### src/rtl/beta_exe_lsu.sv
// ============================================================================
// Module   : beta_exe_lsu
// Brief    : Execute-stage load/store unit. Issues one memory operation at a
//            time on a req/gnt/rvalid port; aligns store data and extends loads.
// Revision : 1.0 - initial release
// ============================================================================
`default_nettype none

module beta_exe_lsu #(
    parameter int DataWidth = 32,
    parameter int AddrWidth = 32
) (
    input  logic                 clk_i,
    input  logic                 rstn_i,
    input  logic                 lsu_en_i,
    input  logic                 lsu_op_i,
    input  logic [1:0]           lsu_op_size_i,
    input  logic                 lsu_unsigned_i,
    input  logic [AddrWidth-1:0] lsu_addr_i,
    input  logic [DataWidth-1:0] lsu_wdata_i,
    output logic                 lsu_busy_o,
    output logic                 lsu_valid_o,
    output logic                 lsu_misaligned_o,
    output logic [DataWidth-1:0] lsu_rdata_o,
    output logic                 data_req_o,
    input  logic                 data_gnt_i,
    output logic                 data_we_o,
    output logic [3:0]           data_be_o,
    output logic [AddrWidth-1:0] data_addr_o,
    output logic [DataWidth-1:0] data_wdata_o,
    input  logic                 data_rvalid_i,
    input  logic [DataWidth-1:0] data_rdata_i
);

    localparam logic [1:0] c_st_idle = 2'd0;
    localparam logic [1:0] c_st_req  = 2'd1;
    localparam logic [1:0] c_st_wait = 2'd2;
    localparam logic [1:0] c_st_err  = 2'd3;

    logic [1:0]           r_state;
    logic                 r_op;
    logic [1:0]           r_size;
    logic                 r_unsigned;
    logic [AddrWidth-1:0] r_addr;
    logic [DataWidth-1:0] r_wdata;
    logic                 r_valid;
    logic                 r_misaligned;
    logic [DataWidth-1:0] r_rdata;

    logic                 w_misaligned;
    logic                 w_req;
    logic [1:0]           w_off;
    logic [3:0]           w_be;
    logic [DataWidth-1:0] w_wdata;
    logic [DataWidth-1:0] w_shifted;
    logic [DataWidth-1:0] w_load;

    always_comb begin
        w_misaligned = 1'b0;
        case (lsu_op_size_i)
            2'b01:   w_misaligned = lsu_addr_i[0];
            2'b10:   w_misaligned = (lsu_addr_i[1:0] != 2'b00);
            2'b11:   w_misaligned = 1'b1;
            default: w_misaligned = 1'b0;
        endcase
    end

    assign w_req     = (r_state == c_st_req);
    assign w_off     = r_addr[1:0];
    assign w_shifted = data_rdata_i >> {w_off, 3'b000};

    always_comb begin
        w_be    = 4'b1111;
        w_wdata = r_wdata;
        w_load  = w_shifted;
        case (r_size)
            2'b00: begin
                w_be    = 4'b0001 << w_off;
                w_wdata = {4{r_wdata[7:0]}};
                w_load  = {{24{~r_unsigned & w_shifted[7]}}, w_shifted[7:0]};
            end
            2'b01: begin
                w_be    = 4'b0011 << w_off;
                w_wdata = {2{r_wdata[15:0]}};
                w_load  = {{16{~r_unsigned & w_shifted[15]}}, w_shifted[15:0]};
            end
            default: begin
                w_be    = 4'b1111;
                w_wdata = r_wdata;
                w_load  = w_shifted;
            end
        endcase
    end

    always_ff @(posedge clk_i or negedge rstn_i) begin
        if (!rstn_i) begin
            r_state      <= c_st_idle;
            r_op         <= 1'b0;
            r_size       <= 2'b00;
            r_unsigned   <= 1'b0;
            r_addr       <= '0;
            r_wdata      <= '0;
            r_valid      <= 1'b0;
            r_misaligned <= 1'b0;
            r_rdata      <= '0;
        end else begin
            r_valid      <= 1'b0;
            r_misaligned <= 1'b0;
            case (r_state)
                c_st_idle: begin
                    if (lsu_en_i) begin
                        r_op       <= lsu_op_i;
                        r_size     <= lsu_op_size_i;
                        r_unsigned <= lsu_unsigned_i;
                        r_addr     <= lsu_addr_i;
                        r_wdata    <= lsu_wdata_i;
                        r_state    <= w_misaligned ? c_st_err : c_st_req;
                    end
                end
                c_st_req: begin
                    if (data_gnt_i) begin
                        r_state <= c_st_wait;
                    end
                end
                c_st_wait: begin
                    if (data_rvalid_i) begin
                        r_state <= c_st_idle;
                        r_valid <= 1'b1;
                        if (!r_op) begin
                            r_rdata <= w_load;
                        end
                    end
                end
                c_st_err: begin
                    r_state      <= c_st_idle;
                    r_misaligned <= 1'b1;
                end
                default: r_state <= c_st_idle;
            endcase
        end
    end

    // Bus fields are forced to zero outside REQ so nothing stale is presented.
    assign data_req_o       = w_req;
    assign data_we_o        = w_req & r_op;
    assign data_be_o        = w_req ? w_be : 4'b0000;
    assign data_addr_o      = w_req ? {r_addr[AddrWidth-1:2], 2'b00} : '0;
    assign data_wdata_o     = w_req ? w_wdata : '0;
    assign lsu_busy_o       = (r_state != c_st_idle);
    assign lsu_valid_o      = r_valid;
    assign lsu_misaligned_o = r_misaligned;
    assign lsu_rdata_o      = r_rdata;

endmodule

`default_nettype wire

### config.mk
export PLATFORM = sky130hd
export DESIGN_NAME = beta_exe_lsu
export DESIGN_NICKNAME = d
export VERILOG_FILES = /design/src/rtl/beta_exe_lsu.sv
export SDC_FILE = /design/constraint.sdc
export NUM_CORES = 1
export LEC_CHECK = 0
export ABC_AREA = 1
export BUFFER_PORTS_ARGS = -buffer_cell sky130_fd_sc_hd__buf_4
export CAP_MARGIN = 0
export CORE_UTILIZATION = 30
export CTS_CLUSTER_SIZE = 40
export DETAILED_ROUTE_END_ITERATION = 8
export SKIP_LAST_GASP = 1
export SLEW_MARGIN = 20
export SYNTH_ARGS = -nofsm -noshare
export SYNTH_HDL_FRONTEND = slang
export SYNTH_SLANG_ARGS = --single-unit
### constraint.sdc
create_clock -name clk_i -period 1.22 [get_ports clk_i]
set_input_delay 0.244 -clock clk_i [delete_from_list [all_inputs] [get_ports clk_i]]
set_output_delay 0.244 -clock clk_i [all_outputs]
set_load 0.02 [all_outputs]
* Word-level counts from Yosys, hierarchy flattened
Index checks and enable logic that the tools add are counted.
Word-level totals: flip-flop bits (word level) 104, output and inout bits 105
Operators by class: eq/ne operators 10, shift-type cells 3, muxes and demuxes 15, bitwise logic cells 5, reduce and logical (&&, ||, !) cells 7
Operators by type and width (number):
- 32-bit one-hot mux with 2 select lines | 2
- 32-bit two-way mux | 2
- 32-bit by 5-bit right shift with 32-bit output | 1
- 2-bit == test, second input constant | 4
- 2-bit two-way mux | 4
- 2-bit one-hot mux with 4 select lines | 1
- 4-bit one-hot mux with 2 select lines | 1
- 2-bit by 1-bit == test with 1-bit output, second input constant | 3
- 2-bit inequality test, second input constant | 3
- 3-bit AND reduction | 2
- 2-bit logical NOT | 2
- 4-bit two-way mux | 1
- 2-bit nonzero test | 2
- 1-bit by 2-bit left shift with 4-bit output, first input constant | 1
- 2-bit by 2-bit left shift with 4-bit output, first input constant | 1
- 1-bit bitwise AND | 3
- 1-bit two-way mux | 3
- 1-bit one-hot mux with 3 select lines | 1
- 1-bit inverter | 2
- 2-bit AND reduction | 1

* Depth between registers and ports, before layout
depth after elaboration 5, gate-level depth with buffers 9

* Worst setup path after synthesis
No wires, ideal clock.
kind flip-flop to output port, from register r_size[1], to output port data_wdata_o[15], data arrival time 1.392 ns, required time 0.976 ns, slack -0.416 ns, cell stages (with the launch flop) 6, buffers on the path 2, cells stage by stage dfrtp_1 inv_2 buf_6 clkbuf_1 nor2_1 nor3_1
Between the ends: cells in the longest elaborated chain, start to end 3, elaborated cells on any way between the ends 4, those cells by class eq/ne (1); mux (2); reduce/logical (1)
Ends and longest elaborated chain:
- start: declaration | RTL line 42 | logic [1:0] r_size;
- start signal: assignment | RTL line 113 | r_size <= lsu_op_size_i;
- 2-bit by 1-bit == test with 1-bit output / 2-bit logical NOT (equally long branches) | RTL line 76 | case (r_size)
- 32-bit one-hot mux with 2 select lines (*) | RTL line 76
- 32-bit two-way mux (*) | RTL line 148 | assign data_wdata_o = w_req ? w_wdata : '0;
- end: declaration | RTL line 30 | output logic [DataWidth-1:0] data_wdata_o,
Every way passes the cells marked *; elsewhere a longest branch is shown, timed or not.

* Worst setup path after layout
from register r_size[1], to output port data_wdata_o[23]
The elaborated chain is that of the path after synthesis.

==> metrics.cfg <==
[worst_setup_path]
critPathMostFrequentCell = buf_4
path_max_fanout = 14
cp.arrival_ns = 1.52
setup.worst_path.end_class = primary output
crit_chain = clkinv_4 > buf_12 > buf_4 > a21oi_4 > buf_4
worstPathRequired_ns = 0.98
crit_family = buffers and inverters
slowest_delay_ns = 0.40
crit_slowest_cell = dfrtp_1
start_kind = register
worst-setup-path-type = reg -> out
cp.buffers_inverters = 4

[routing]
wl_met1_um = 8210
wl_per_cell_um = 17.0
drt-initial-drc-count = 280
antenna_left = 0
route.detailed.drc = 0
vias = 5732
highest_layer = met4
wl_um = 20100
firstDrtPassIters = 4
viasPerCell = 4.85
met3WireLength_um = 1680
met2_length_um = 9740

[logic_synthesis]
ys_top_cells_by_count = 122 x nand2_1, 117 x nor2_1, 104 x dfrtp_1
synth_top_family_by_area = simple AND/OR/NAND/NOR gates
ys_ff_latch = 104
synth_compound_area_share_pct = 10.5
syn_area_per_cell_um2 = 7.91
synthXorXnorAreaFrac_pct = 0
muxShareOfSynthArea_pct = 5.23
synth_cell_type_count = 26
synth_area_mm2 = 0.00539
synth_edf_count = 0
synthAdderAreaFrac_pct = 0
syn-instance-count = 681
synth-simple-area-share_pct = 26.0
synth_area_leaders = dfrtp_1 48%, nand2_1 8.5%, nor2_1 8.2%
synth-async-reset-ratio_pct = 100
synth_ff_type = dfrtp_1
yosysSeqAreaShare_pct = 48.3
ys.warnings.count = 0
yosysMostFrequentCell = nand2_1
yosysTopAreaCellShare_pct = 48.3
yosys.area.top_type = dfrtp_1

[layout]
fillerInstances = 1550
area_growth_pct = 84.7
fin_util_pct = 57.1
nNetsFinal = 1058
antennaDiodeCount = 0
drive_gt1_share_pct = 59.2

[clock_network]
clock-sinks = 104
clock_latency_ns = 0.36
htreeDepth = 3
clock-root-buffer = clkbuf_16
cts_tree = done
cts_inserted_buffers = 9
clockBufferDepth = 2
clk_pin_slew_ns = 0.08

[floorplan]
coreArea_mm2 = 0.0174
die_area_mm2 = 0.0185
row_count = 48
die_height_um = 136
io_pins = 210
die-width_um = 136
start_util_pct = 30.9

[timing]
holdWs_ns = 0.0711
period_minus_slack_ns = 1.77
fin_worst_skew_ns = 0.0108
setup_viol = 171
clock.fmax_mhz = 566
fin_crit_sh_pct = 145
setup_ws_ns = -0.548
slew_viol_final = 0
hold_viol_final = 0
rsz0062_at_grt = true

[placed_design]
port_buffers = 207
dp_hpwl_um = 13000
gp_congestion = 0.892
place_ws_ns = -0.265

[worst_hold_path]
hold_path_class = in -> reg

[pwr]
power_leakage_nw = 4.73
power.density_mw_per_mm2 = 2720
vdd_drop_max_mv = 1.37

[global_route]
antenna_found_initial = 0
grt_usage_pct = 20.2
overflow = 0
grt_max_degree = 43
grt_pass1_vias = 5330
grt_pass1_wl_um = 28400

[run_status]
status = finished with violations
failed_checks = setup timing

[flow_run]
drv_cap = 0

-- layout by cell type (no fill, tap or decap), types with 7 or more instances in the layout --
master	n
nand3_2	21
or2_1	7
nor2_2	26
nand2_2	10
buf_12	21
clkbuf_16	18
a21oi_4	14
nor2_1	37
a21oi_1	30
buf_4	225
o21ai_2	12
o21ai_4	7
inv_1	65
nand2_1	106
dfrtp_1	101
or2_4	8
a21oi_2	25
nand3_1	31
or2_2	8
o211ai_1	7
nor2_4	57
buf_6	36
mux2_2	22
-- power by group --
group | switching [mW] | internal, mW
logic | 9.60 | 8.12
clock network | 1.47 | 1.43
registers | 1.27 | 5.13
total | 12.3 | 14.7
-- sequential cells by signal, summed over array words and instances (netlist names) --
name	flops
r_unsigned	1
r_wdata	32
lsu_rdata_o	32
r_state	2
lsu_misaligned_o	1
r_addr	32
r_op	1
lsu_valid_o	1
r_size	2
-- logic make-up after synthesis --
kind of cell / count (synthesis)
AO/OA/AOI/OAI: 107
multiplexers: 25
other: 1
AND/OR/NAND/NOR: 325
flip-flops: 104
buffers and inverters: 119
-- stage by stage --
stage | cells | TNS [ns] | total power [mW] | cell area [um2]
final | 1183 | -57.41 | 27.0 | 9950
after global routing | 1183 | -66.14 | 28.6 | 9950
after CTS | 1156 | -66.95 | 24.3 | 8820
after detailed placement | 1119 | -25.56 | 19.5 | 7890
after global placement | 1119 | -22.92 | 19.3 | 7890
after floorplan | 682 | -7.57 | 14.7 | 5910
-- layer usage --
metal,track usage [%],vias to the layer above
met5,0,-
li1,-,2718
met2,32.5,218
met1,25.6,2759
met3,5.33,37
met4,8.15,0
-- what timing repair did --
action                     4_1_cts  5_1_grt
pin swaps                        3       46
setup endpoints to repair      169      171
buffers inserted                12       19
hold endpoints to repair        12        0
resized for setup               83      204
cloned                           8       14
hold buffers                     1        0
-- worst register-to-register path, stage by stage, from the launching register on --
cell,delay [ns]
dfrtp_2,0.43
buf_6,0.13
buf_6,0.10
nor2_4,0.04
nand2_8,0.10
clkinv_8,0.11
clkbuf_16,0.18
or2_2,0.28
nand2_2,0.06
inv_2,0.03
-- layout make-up --
cell class,count,area (um2),share of cell area (%)
Multi-Input combinational cell,461,3510,35.2
Timing Repair Buffer,300,2920,29.4
Sequential cell,104,2610,26.2
Inverter,76,329,3.31
Tap cell,225,282,2.83
Clock buffer,9,225,2.26
Clock inverter,7,63.8,0.641
Timing Repair inverter,1,16.3,0.163
-- worst paths after layout --
path                            slack, ns  cells past startpoint      startpoint          endpoint
worst max-delay path                -0.55                      5       r_size[1]  data_wdata_o[23]
worst min-delay path                 0.07                      2   data_rvalid_i        r_state[1]
worst max register to register      -0.36                      9      r_state[0]   lsu_rdata_o[21]
worst min register to register       0.48                      2  lsu_rdata_o[2]    lsu_rdata_o[2]
max in group asynchronous            0.39                      3          rstn_i        r_wdata[3]
min in group asynchronous            0.30                      2          rstn_i    lsu_rdata_o[3]
Power figures use the tool's default switching activity.
